File: config.mk
export PLATFORM = sky130hd
export DESIGN_NAME = lockstep_history
export DESIGN_NICKNAME = d
export VERILOG_FILES = /design/src/rtl/lockstep_pkg.sv /design/src/rtl/lockstep_history.sv
export SDC_FILE = /design/constraint.sdc
export NUM_CORES = 1
export LEC_CHECK = 0
export ABC_AREA = 1
export BUFFER_PORTS_ARGS = -buffer_cell sky130_fd_sc_hd__buf_2
export CAP_MARGIN = 5
export CORE_ASPECT_RATIO = 1.5
export CORE_MARGIN = 2
export CORE_UTILIZATION = 58
export CTS_CLUSTER_DIAMETER = 200
export DETAILED_ROUTE_END_ITERATION = 12
export PLACE_DENSITY = 0.79
export SYNTH_ARGS = -nofsm -noshare
export SYNTH_HDL_FRONTEND = slang
export SYNTH_SLANG_ARGS = --single-unit
File: constraint.sdc
create_clock -name clk -period 4.4 [get_ports clk]
set_input_delay 0.66 -clock clk [delete_from_list [all_inputs] [get_ports clk]]
set_output_delay 0.66 -clock clk [all_outputs]
set_load 0.005 [all_outputs]
File: src/rtl/lockstep_pkg.sv
// Shared types and constants for the dual-CPU lockstep trace checker.
package lockstep_pkg;

  localparam int unsigned DW   = 32;
  localparam int unsigned CW   = 16;
  localparam int unsigned NFLD = 5;

  localparam int unsigned FLD_PC   = 0;
  localparam int unsigned FLD_INST = 1;
  localparam int unsigned FLD_EALU = 2;
  localparam int unsigned FLD_MALU = 3;
  localparam int unsigned FLD_WDI  = 4;

  typedef enum logic [2:0] {
    ST_IDLE    = 3'd0,
    ST_WARMUP  = 3'd1,
    ST_COMPARE = 3'd2,
    ST_FAIL    = 3'd3,
    ST_PASS    = 3'd4
  } state_e;

  typedef struct packed {
    logic [DW-1:0] pc;
    logic [DW-1:0] inst;
    logic [DW-1:0] ealu;
    logic [DW-1:0] malu;
    logic [DW-1:0] wdi;
  } trace_t;

  // One bit per trace field that differs between the two CPUs.
  function automatic logic [NFLD-1:0] diff_mask(input trace_t a, input trace_t b);
    logic [NFLD-1:0] m;
    m           = '0;
    m[FLD_PC]   = (a.pc   != b.pc);
    m[FLD_INST] = (a.inst != b.inst);
    m[FLD_EALU] = (a.ealu != b.ealu);
    m[FLD_MALU] = (a.malu != b.malu);
    m[FLD_WDI]  = (a.wdi  != b.wdi);
    return m;
  endfunction

endpackage

File: src/rtl/lockstep_history.sv
// Four-entry circular buffer of recent pc values; read index 0 is the newest entry.
module lockstep_history
  import lockstep_pkg::*;
(
  input  logic          clk,
  input  logic          clr,
  input  logic          wr_en,
  input  logic [DW-1:0] din,
  input  logic [1:0]    rd_idx,
  output logic [DW-1:0] rd_data_c
);

  logic [DW-1:0] mem [4];
  logic [1:0]    wptr;
  logic [1:0]    rd_ptr;

  always_ff @(posedge clk) begin
    if (clr) begin
      for (int i = 0; i < 4; i++) mem[i] <= '0;
      wptr <= '0;
    end else if (wr_en) begin
      mem[wptr] <= din;
      wptr      <= wptr + 2'd1;
    end
  end

  // wptr points at the next free slot, so the newest entry sits one behind it.
  assign rd_ptr    = wptr - 2'd1 - rd_idx;
  assign rd_data_c = mem[rd_ptr];

endmodule

==> results.env, run 1 <==
STATUS='complete, no violations'
CRIT_REQUIRED_NS=3.74
CRIT-REG2REG-CAPTURE='mem[2][27]$_SDFFCE_PN0P_'
FINISH.CELL_COUNT_WITHOUT_FILLERS=860
WL_PER_CELL_UM=15.9
NUMBER_OF_PLACED_INSTANCES_WITH_TAPS_INCLUDED=829
FINAL.SETUP.TNS_NS=0
POST_CTS_HOLD_BUFFER_COUNT=0
HTREEDEPTH=4
YOSYSUNIQUECELLTYPES=16
GROUTE.LAYER.MET3.USAGE_PCT=7.01
SLEW_HEADROOM_PCT=18.9
SYNTH_NETS=686
R2R_SETUP_SLACK_NS=2.30
CLOCK_TREE_FROM_TRITONCTS='yes'
FLOORPLAN.INITIALDENSITY_PCT=59.8
ROUTABILITYCONGESTION=0.827
DESIGN.DIE.AREA_UM2=11400
VIA_COUNT=4571
PRE_CTS_SLACK_NS=1.22
GRT_OVERFLOW_TOTAL=0
TOTALWIRELENGTH_UM=13700
TIMING.CRITICAL_PATH.MODE_CELL='sky130_fd_sc_hd__nand2_1'
TIGHTESTPINTRANSITION_NS=1.21
WHS_PATH_DEPTH=2
COMB_POWER_SHARE_PCT=12.2
MUXSHAREOFSYNTHAREA_PCT=0
HOLD_PATH_CLASS='reg -> reg'
MULTI_INPUT_COMB_AREA_UM2=1640
CTS.SINK_COUNT=130
CTS_MAX_PATH_BUFFERS=2
SW_FRAC_OF_TOTAL_PCT=24.1
SYNTHXORXNORAREAFRAC_PCT=0
FIRST_GLOBAL_VIAS=4470
FLOORPLAN.IO_PINS=69
CRITICAL_PATH.CELL_CHAIN='ha_4, inv_1, nand2_1, nand2_1, nand2_1, buf_4, nand3_1, nand2_1, buf_2'
MEAN_POST_SYNTH_CELL_AREA_UM2=9.41
BUFFER_PORTS.INSERTED=68
CTSRESIZECOUNT=0
NFILLCELLS=752
DRT_DRC_VIOLATIONS_LEFT=0
CLOCK_POWER_SHARE_PCT=41.3
YOSYS_WARNINGS=0
GRT_MAX_DEGREE=97
GRT_MOST_USED_LAYER='met2'
HOLD_WS_NS=0.565
SYNTH-SIMPLE-AREA-SHARE_PCT=20.3
FLOW.AREA_GROWTH_FROM_SYNTHESIS_PCT=15.6
FINALSETUPVIOLATIONS=0
SYNTH_AREA_UM2=6100
CTSROOTBUFFERMASTER='sky130_fd_sc_hd__clkbuf_16'
LARGEST_FAMILY_OF_LOGIC_CELLS_BY_SYNTHESIZED_AREA='simple AND/OR/NAND/NOR gates'
FF_LATCH_AREA_UM2=3880
GRTUSAGETOTAL_PCT=25.7
FIRST_PASS_ITERS=5
GLOBAL_ROUTE.USAGE.MET1_PCT=31.8
END_KIND='output port'
FLOORPLAN.DIE.WIDTH_UM=87.7
FINALCRITPERIODSHARE_PCT=74.1
CRIT_PATH_MAX_INCR_DELAY_NS=0.72
POWER.IR.VDD_WORST_V=0.000389
SYNTHCELLS=648
BUFFERS_PLUS_INVERTERS_ON_THE_WORST_SETUP_PATH=3
CRIT_PATH_MAX_FANOUT=24
REPORT.FINAL.SLEW_VIOL_COUNT=0
INITIALDRTVIOLATIONCOUNT=497
WORST_CLOCK_SKEW_NS=0.00397
PWR_DENSITY_CELL_nW_PER_UM2=446
FRACTION_OF_THE_MAPPED_NETLIST_AREA_IN_ADDER_CELLS_PCT=0.205
HOLD_END='wptr[0]$_SDFFE_PP0P_'
P_SEQ_SHARE_PCT=46.5
SYNTH_SEQUENTIAL_AREA_RATIO_PCT=63.7
SHORTEST_CLOCK_PERIOD_THE_WORST_PATH_ALLOWS_AFTER_LAYOUT_NS=3.26
POWER_SWITCHING_mW=0.755
GLOBAL_ROUTE_TRACK_USAGE_ON_MET2_PCT=43.0
POWER.STATIC_LEAKAGE_nW=3.16
FF2FF_PATH_DEPTH=5
DIODES=0
TIMING.FMAX_GHz=0.307
TOTAL_SETUP_BUFFERS_INSERTED_AFTER_CTS=0
FINAL_LAYOUT_SIZE_SUFFIX_GT1_SHARE_PCT=15.3
FINALWORSTSETUPSLACK_NS=1.14
DETAIL_ROUTED_VIA_COUNT_PER_CELL=5.32
FINAL_NET_COUNT=745
CLKSLEWWORSTSETUPHOLDPATHS_NS=0.05
REG2REG_FROM='wptr[1]$_SDFFE_PP0P_'
CRITICAL_PATH_ARRIVAL_NS=2.60
TRITONCTS.NUM_BUFFERS=17
RSZ0062_AT_GRT='false'
FINAL_HOLD_VIOL_COUNT=0
FP-ROW-COUNT=45
CPLARGESTDELAYFAMILY='simple AND/OR/NAND/NOR gates'
SYNTH-COMPOUND-AREA-SHARE_PCT=5.67
DIE_HEIGHT_UM=130
FINAL_ANTENNA_NET_COUNT=0
GRT_ANTENNA_BEFORE_REPAIR=0
CP_SLOWEST_CELL='sky130_fd_sc_hd__nand2_1'
HP-START='wptr[0]$_SDFFE_PP0P_'
CORE_AREA_UM2=10200
SETUP.WORST_PATH.CLASS='reg -> out'
DETAILED_PLACE_HPWL_UM=7470
POSTSYNTHREGISTERBITS=130
WORST_SETUP_PATH_START_KIND='flop'
CLOCK_LATENCY_NS=0.41
TIMING.MAX_CAP.VIOLATIONS=0
INTERNAL_POWER_mW=2.38
WIRE_LENGTH_OF_THE_FIRST_GLOBAL_ROUTING_PASS_UM=21600
## tightest hold or removal path, cell delays in order (launching register included)
cell and delay (ns):
sky130_fd_sc_hd__dfxtp_1 0.36, sky130_fd_sc_hd__inv_1 0.09, sky130_fd_sc_hd__a21oi_1 0.06
## cell type report
type / instances / share of cell area, %
Clock buffer: 23 / 6.36
Tap cell: 141 / 2.50
Clock inverter: 8 / 1.24
Timing Repair Buffer: 78 / 5.90
Multi-Input combinational cell: 375 / 23.3
Sequential cell: 130 / 55.1
Inverter: 105 / 5.59
## how the worst max path moves through the flow
stage / startpoint / end / slack [ns] / depth (start not counted)
3_5_place_dp: rd_idx[0] / rd_data_c[19] / 1.22 / 11
2_1_floorplan: wr_en / mem[3][0]$_DFFE_PP_ / 0.85 / 2
6_report: wptr[0]$_SDFFE_PP0P_ / rd_data_c[20] / 1.14 / 9
4_1_cts: wptr[0]$_SDFFE_PP0P_ / rd_data_c[20] / 1.13 / 9
5_1_grt: wptr[0]$_SDFFE_PP0P_ / rd_data_c[20] / 0.93 / 9
3_3_place_gp: rd_idx[0] / rd_data_c[15] / 1.30 / 11
## Yosys cell counts
cell / count / area share, %
sky130_fd_sc_hd__ha_1: 1 / 0.21
sky130_fd_sc_hd__inv_2: 3 / 0.18
sky130_fd_sc_hd__nand3_2: 1 / 0.16
sky130_fd_sc_hd__inv_1: 102 / 6.3
sky130_fd_sc_hd__nand2_1: 140 / 8.6
sky130_fd_sc_hd__buf_2: 23 / 1.9
sky130_fd_sc_hd__nand3_1: 66 / 5.4
sky130_fd_sc_hd__dfxtp_1: 2 / 0.66
sky130_fd_sc_hd__clkbuf_1: 5 / 0.31
sky130_fd_sc_hd__buf_6: 4 / 0.74
sky130_fd_sc_hd__edfxtp_1: 128 / 63
sky130_fd_sc_hd__nand2_2: 1 / 0.10
sky130_fd_sc_hd__a21oi_1: 2 / 0.16
sky130_fd_sc_hd__nor2_1: 97 / 6.0
sky130_fd_sc_hd__buf_4: 6 / 0.74
sky130_fd_sc_hd__o21ai_0: 67 / 5.5
## stage by stage
stage / util, % / instance area (um^2) / power, mW
2_1_floorplan: - / 6100 / 1.73
4_1_cts: 69.1 / 7050 / 3.14
3_3_place_gp: 63.9 / 6510 / 1.85
6_report: 69.1 / 7050 / 3.14
5_1_grt: 69.1 / 7050 / 3.25
3_5_place_dp: 63.9 / 6510 / 1.86
## per-layer routing
| metal | part of all wire [%] | vias up |
|---|---|---|
| met2 | 52 | 213 |
| met4 | 1.3 | 0 |
| met5 | 0 | - |
| li1 | - | 2200 |
| met1 | 38 | 2138 |
| met3 | 8.2 | 20 |
## power by group through the flow
stage	registers, mW	logic [mW]	clock network, mW
after floorplan	1.48	0.248	0
after global placement	1.48	0.365	0
after detailed placement	1.48	0.377	0
after CTS	1.46	0.382	1.30
after global routing	1.47	0.429	1.35
final	1.46	0.384	1.30
## flip-flops by register name (all words and copies together), names as in the netlist
signal,cells
mem,128
wptr,2
## kinds of logic (layout without fill, tap and decap cells)
kind of cell / count (synthesis) / after routing
buffers and inverters: 143 / 214
flip-flops: 130 / 130
AO/OA/AOI/OAI: 69 / 69
adder cells (fa/ha/maj): 1 / 1
AND/OR/NAND/NOR: 305 / 305
## cell usage in the layout (no fill, tap or decap)
cell type / synthesis / final
sky130_fd_sc_hd__a21oi_1: 2 / 2
sky130_fd_sc_hd__buf_2: 23 / 68
sky130_fd_sc_hd__buf_4: 6 / 10
sky130_fd_sc_hd__bufinv_16: 0 / 2
sky130_fd_sc_hd__clkbuf_1: 5 / 6
sky130_fd_sc_hd__clkbuf_16: 0 / 17
sky130_fd_sc_hd__clkinv_1: 0 / 2
sky130_fd_sc_hd__clkinv_2: 0 / 4
sky130_fd_sc_hd__dfxtp_1: 2 / 2
sky130_fd_sc_hd__edfxtp_1: 128 / 128
sky130_fd_sc_hd__ha_4: 0 / 1
sky130_fd_sc_hd__inv_1: 102 / 102
sky130_fd_sc_hd__inv_2: 3 / 3
sky130_fd_sc_hd__nand2_1: 140 / 140
sky130_fd_sc_hd__nand2_2: 1 / 1
sky130_fd_sc_hd__nand3_1: 66 / 66
sky130_fd_sc_hd__nand3_2: 1 / 1
sky130_fd_sc_hd__nor2_1: 97 / 97
sky130_fd_sc_hd__o21ai_0: 67 / 64
sky130_fd_sc_hd__o21ai_4: 0 / 3
Note: power is estimated with default switching activity, not from simulation.
==> inputs of run 2 (changes only) <==
Clock period 4.4 ns to 3 ns, I/O delays scaled along.
==> results.env, run 2 (same netlist as run 1, synthesis figures left out) <==
STATUS='complete, no violations'
FINAL_COMMON_CELL='sky130_fd_sc_hd__nand2_1'
FINAL_NET_COUNT=750
HTREEDEPTH=4
DIODES=0
TIMING.MAX_CAP.VIOLATIONS=0
FINAL_LAYOUT_SIZE_SUFFIX_GT1_SHARE_PCT=16.8
FLOORPLAN.INITIALDENSITY_PCT=59.8
BUFFER_PORTS.INSERTED=68
FIRST_GLOBAL_VIAS=4627
POWER.STATIC_LEAKAGE_nW=3.25
LARGESTREGISTERS='mem: 128 flops, wptr: 2 flops'
INITIALDRTVIOLATIONCOUNT=436
FP-ROW-COUNT=45
DIE_HEIGHT_UM=130
FINALCRITPERIODSHARE_PCT=87.9
R2R_SETUP_SLACK_NS=0.96
CLKSLEWWORSTSETUPHOLDPATHS_NS=0.06
POST_CTS_HOLD_BUFFER_COUNT=0
REGMOSTFLOPS='mem'
CTS.SINK_COUNT=130
POSTPLACECELLAREA_UM2=6610
CRIT_PATH_MAX_FANOUT=32
CRIT_REQUIRED_NS=2.55
CTSRESIZECOUNT=0
LAYOUT_COMMON_CELLS='sky130_fd_sc_hd__nand2_1, sky130_fd_sc_hd__edfxtp_1, sky130_fd_sc_hd__inv_1, sky130_fd_sc_hd__nor2_1, sky130_fd_sc_hd__buf_2'
RSZ0062_AT_GRT='false'
FLOORPLAN.IO_PINS=69
TIGHTESTPINTRANSITION_NS=0.755
CRITICAL_PATH_ARRIVAL_NS=2.19
DESIGN.DIE.AREA_UM2=11400
FINALWORSTSETUPSLACK_NS=0.363
FINALSETUPVIOLATIONS=0
REPORT.FINAL.SLEW_VIOL_COUNT=0
FINAL_HOLD_VIOL_COUNT=0
DETAIL_ROUTED_VIA_COUNT_PER_CELL=5.40
FLOW.AREA_GROWTH_FROM_SYNTHESIS_PCT=19.0
SETUP.WORST_PATH.CLASS='reg -> out'
GRT_MAX_DEGREE=52
GRT_OVERFLOW_TOTAL=0
CLOCK_LATENCY_NS=0.42
DETAILED_PLACE_HPWL_UM=8280
TOTAL_SETUP_BUFFERS_INSERTED_AFTER_CTS=0
CLOCK_TREE_FROM_TRITONCTS='yes'
GRT_ANTENNA_BEFORE_REPAIR=0
SLEW_HEADROOM_PCT=49.5
ROUTABILITYCONGESTION=0.774
NFILLCELLS=714
CTSROOTBUFFERMASTER='sky130_fd_sc_hd__clkbuf_16'
POWER.IR.VDD_WORST_V=0.000540
P_TOTAL_mW=4.96
TIMING.FMAX_GHz=0.379
HOLD_PATH_CLASS='in -> reg'
GRTUSAGETOTAL_PCT=26.0
WIRE_LENGTH_OF_THE_FIRST_GLOBAL_ROUTING_PASS_UM=21400
TRITONCTS.NUM_BUFFERS=17
CORE_AREA_UM2=10200
WORST_SETUP_PATH_START_KIND='flop'
VIA_COUNT=4677
END_KIND='output port'
WL_PER_CELL_UM=16.2
CTS_MAX_PATH_BUFFERS=2
FINAL_ANTENNA_NET_COUNT=0
STDCELL_AREA_UM2=7250
PRE_CTS_SLACK_NS=0.621
LARGEST_REG_FLOPS=128
WORST_CLOCK_SKEW_NS=0.00343
TOTALWIRELENGTH_UM=14000
FLOORPLAN.DIE.WIDTH_UM=87.7
PWR_DENSITY_CELL_nW_PER_UM2=684
FIRST_PASS_ITERS=5
FINAL.SETUP.TNS_NS=0
SHORTEST_CLOCK_PERIOD_THE_WORST_PATH_ALLOWS_AFTER_LAYOUT_NS=2.64
DRT_DRC_VIOLATIONS_LEFT=0
## run 2: cell types whose count changed in the layout (fill, tap and decap cells not counted)
cell,before,now
sky130_fd_sc_hd__clkinv_2,4,2
sky130_fd_sc_hd__clkinv_1,2,1
sky130_fd_sc_hd__clkbuf_1,6,1
sky130_fd_sc_hd__clkinv_4,0,3
sky130_fd_sc_hd__bufinv_16,2,5
sky130_fd_sc_hd__clkinvlp_4,0,3
sky130_fd_sc_hd__buf_12,0,5
## run 2: power breakdown
part | switching [mW] | total (mW) | leakage, nW | internal [mW]
Sequential | 0.0319 | 2.14 | 1.35 | 2.11
Combinational | 0.384 | 0.584 | 1.60 | 0.200
Clock | 0.766 | 2.23 | 0.304 | 1.47
## run 2: final timing paths
| kind | depth (start not counted) | start | end |
|---|---|---|---|
| max | 7 | wptr[1]$_SDFFE_PP0P_ | rd_data_c[10] |
| min | 3 | din[5] | mem[3][5]$_DFFE_PP_ |
| max reg2reg | 5 | wptr[1]$_SDFFE_PP0P_ | mem[2][10]$_SDFFCE_PN0P_ |
| min reg2reg | 2 | wptr[0]$_SDFFE_PP0P_ | wptr[0]$_SDFFE_PP0P_ |
## run 2: routing by layer
metal  up-vias  track usage [%]  part of all wire, %
met5         -                0                    0
met4         0             13.9                  2.9
met3        45             6.56                  9.0
met2       228             45.6                   53
met1      2182             28.4                   36
li1       2222                -                    -
## run 2: layout make-up
cell class	count	area [um^2]	share of cell area [%]
Timing Repair Buffer	83	515	7.11
Clock buffer	18	429	5.92
Inverter	105	394	5.43
Multi-Input combinational cell	375	1640	22.6
Sequential cell	130	3880	53.6
Clock inverter	14	213	2.93
Tap cell	141	176	2.43
## run 2: critical path: stages (launching register included)
cell and delay [ns]:
sky130_fd_sc_hd__dfxtp_1 0.43, sky130_fd_sc_hd__inv_2 0.13, sky130_fd_sc_hd__nand2_1 0.11, sky130_fd_sc_hd__nand2_1 0.07, sky130_fd_sc_hd__nand2_2 0.56, sky130_fd_sc_hd__nand3_1 0.20, sky130_fd_sc_hd__nand2_1 0.13, sky130_fd_sc_hd__buf_2 0.12
## run 2: metrics by stage
step                      instances  hold slack (ns)  utilization [%]
after floorplan                 648            0.488                -
after global placement          834            0.539             64.9
after detailed placement        834            0.556             64.9
after CTS                       866            0.345             71.2
after global routing            866            0.381             71.2
final                           866            0.351             71.2
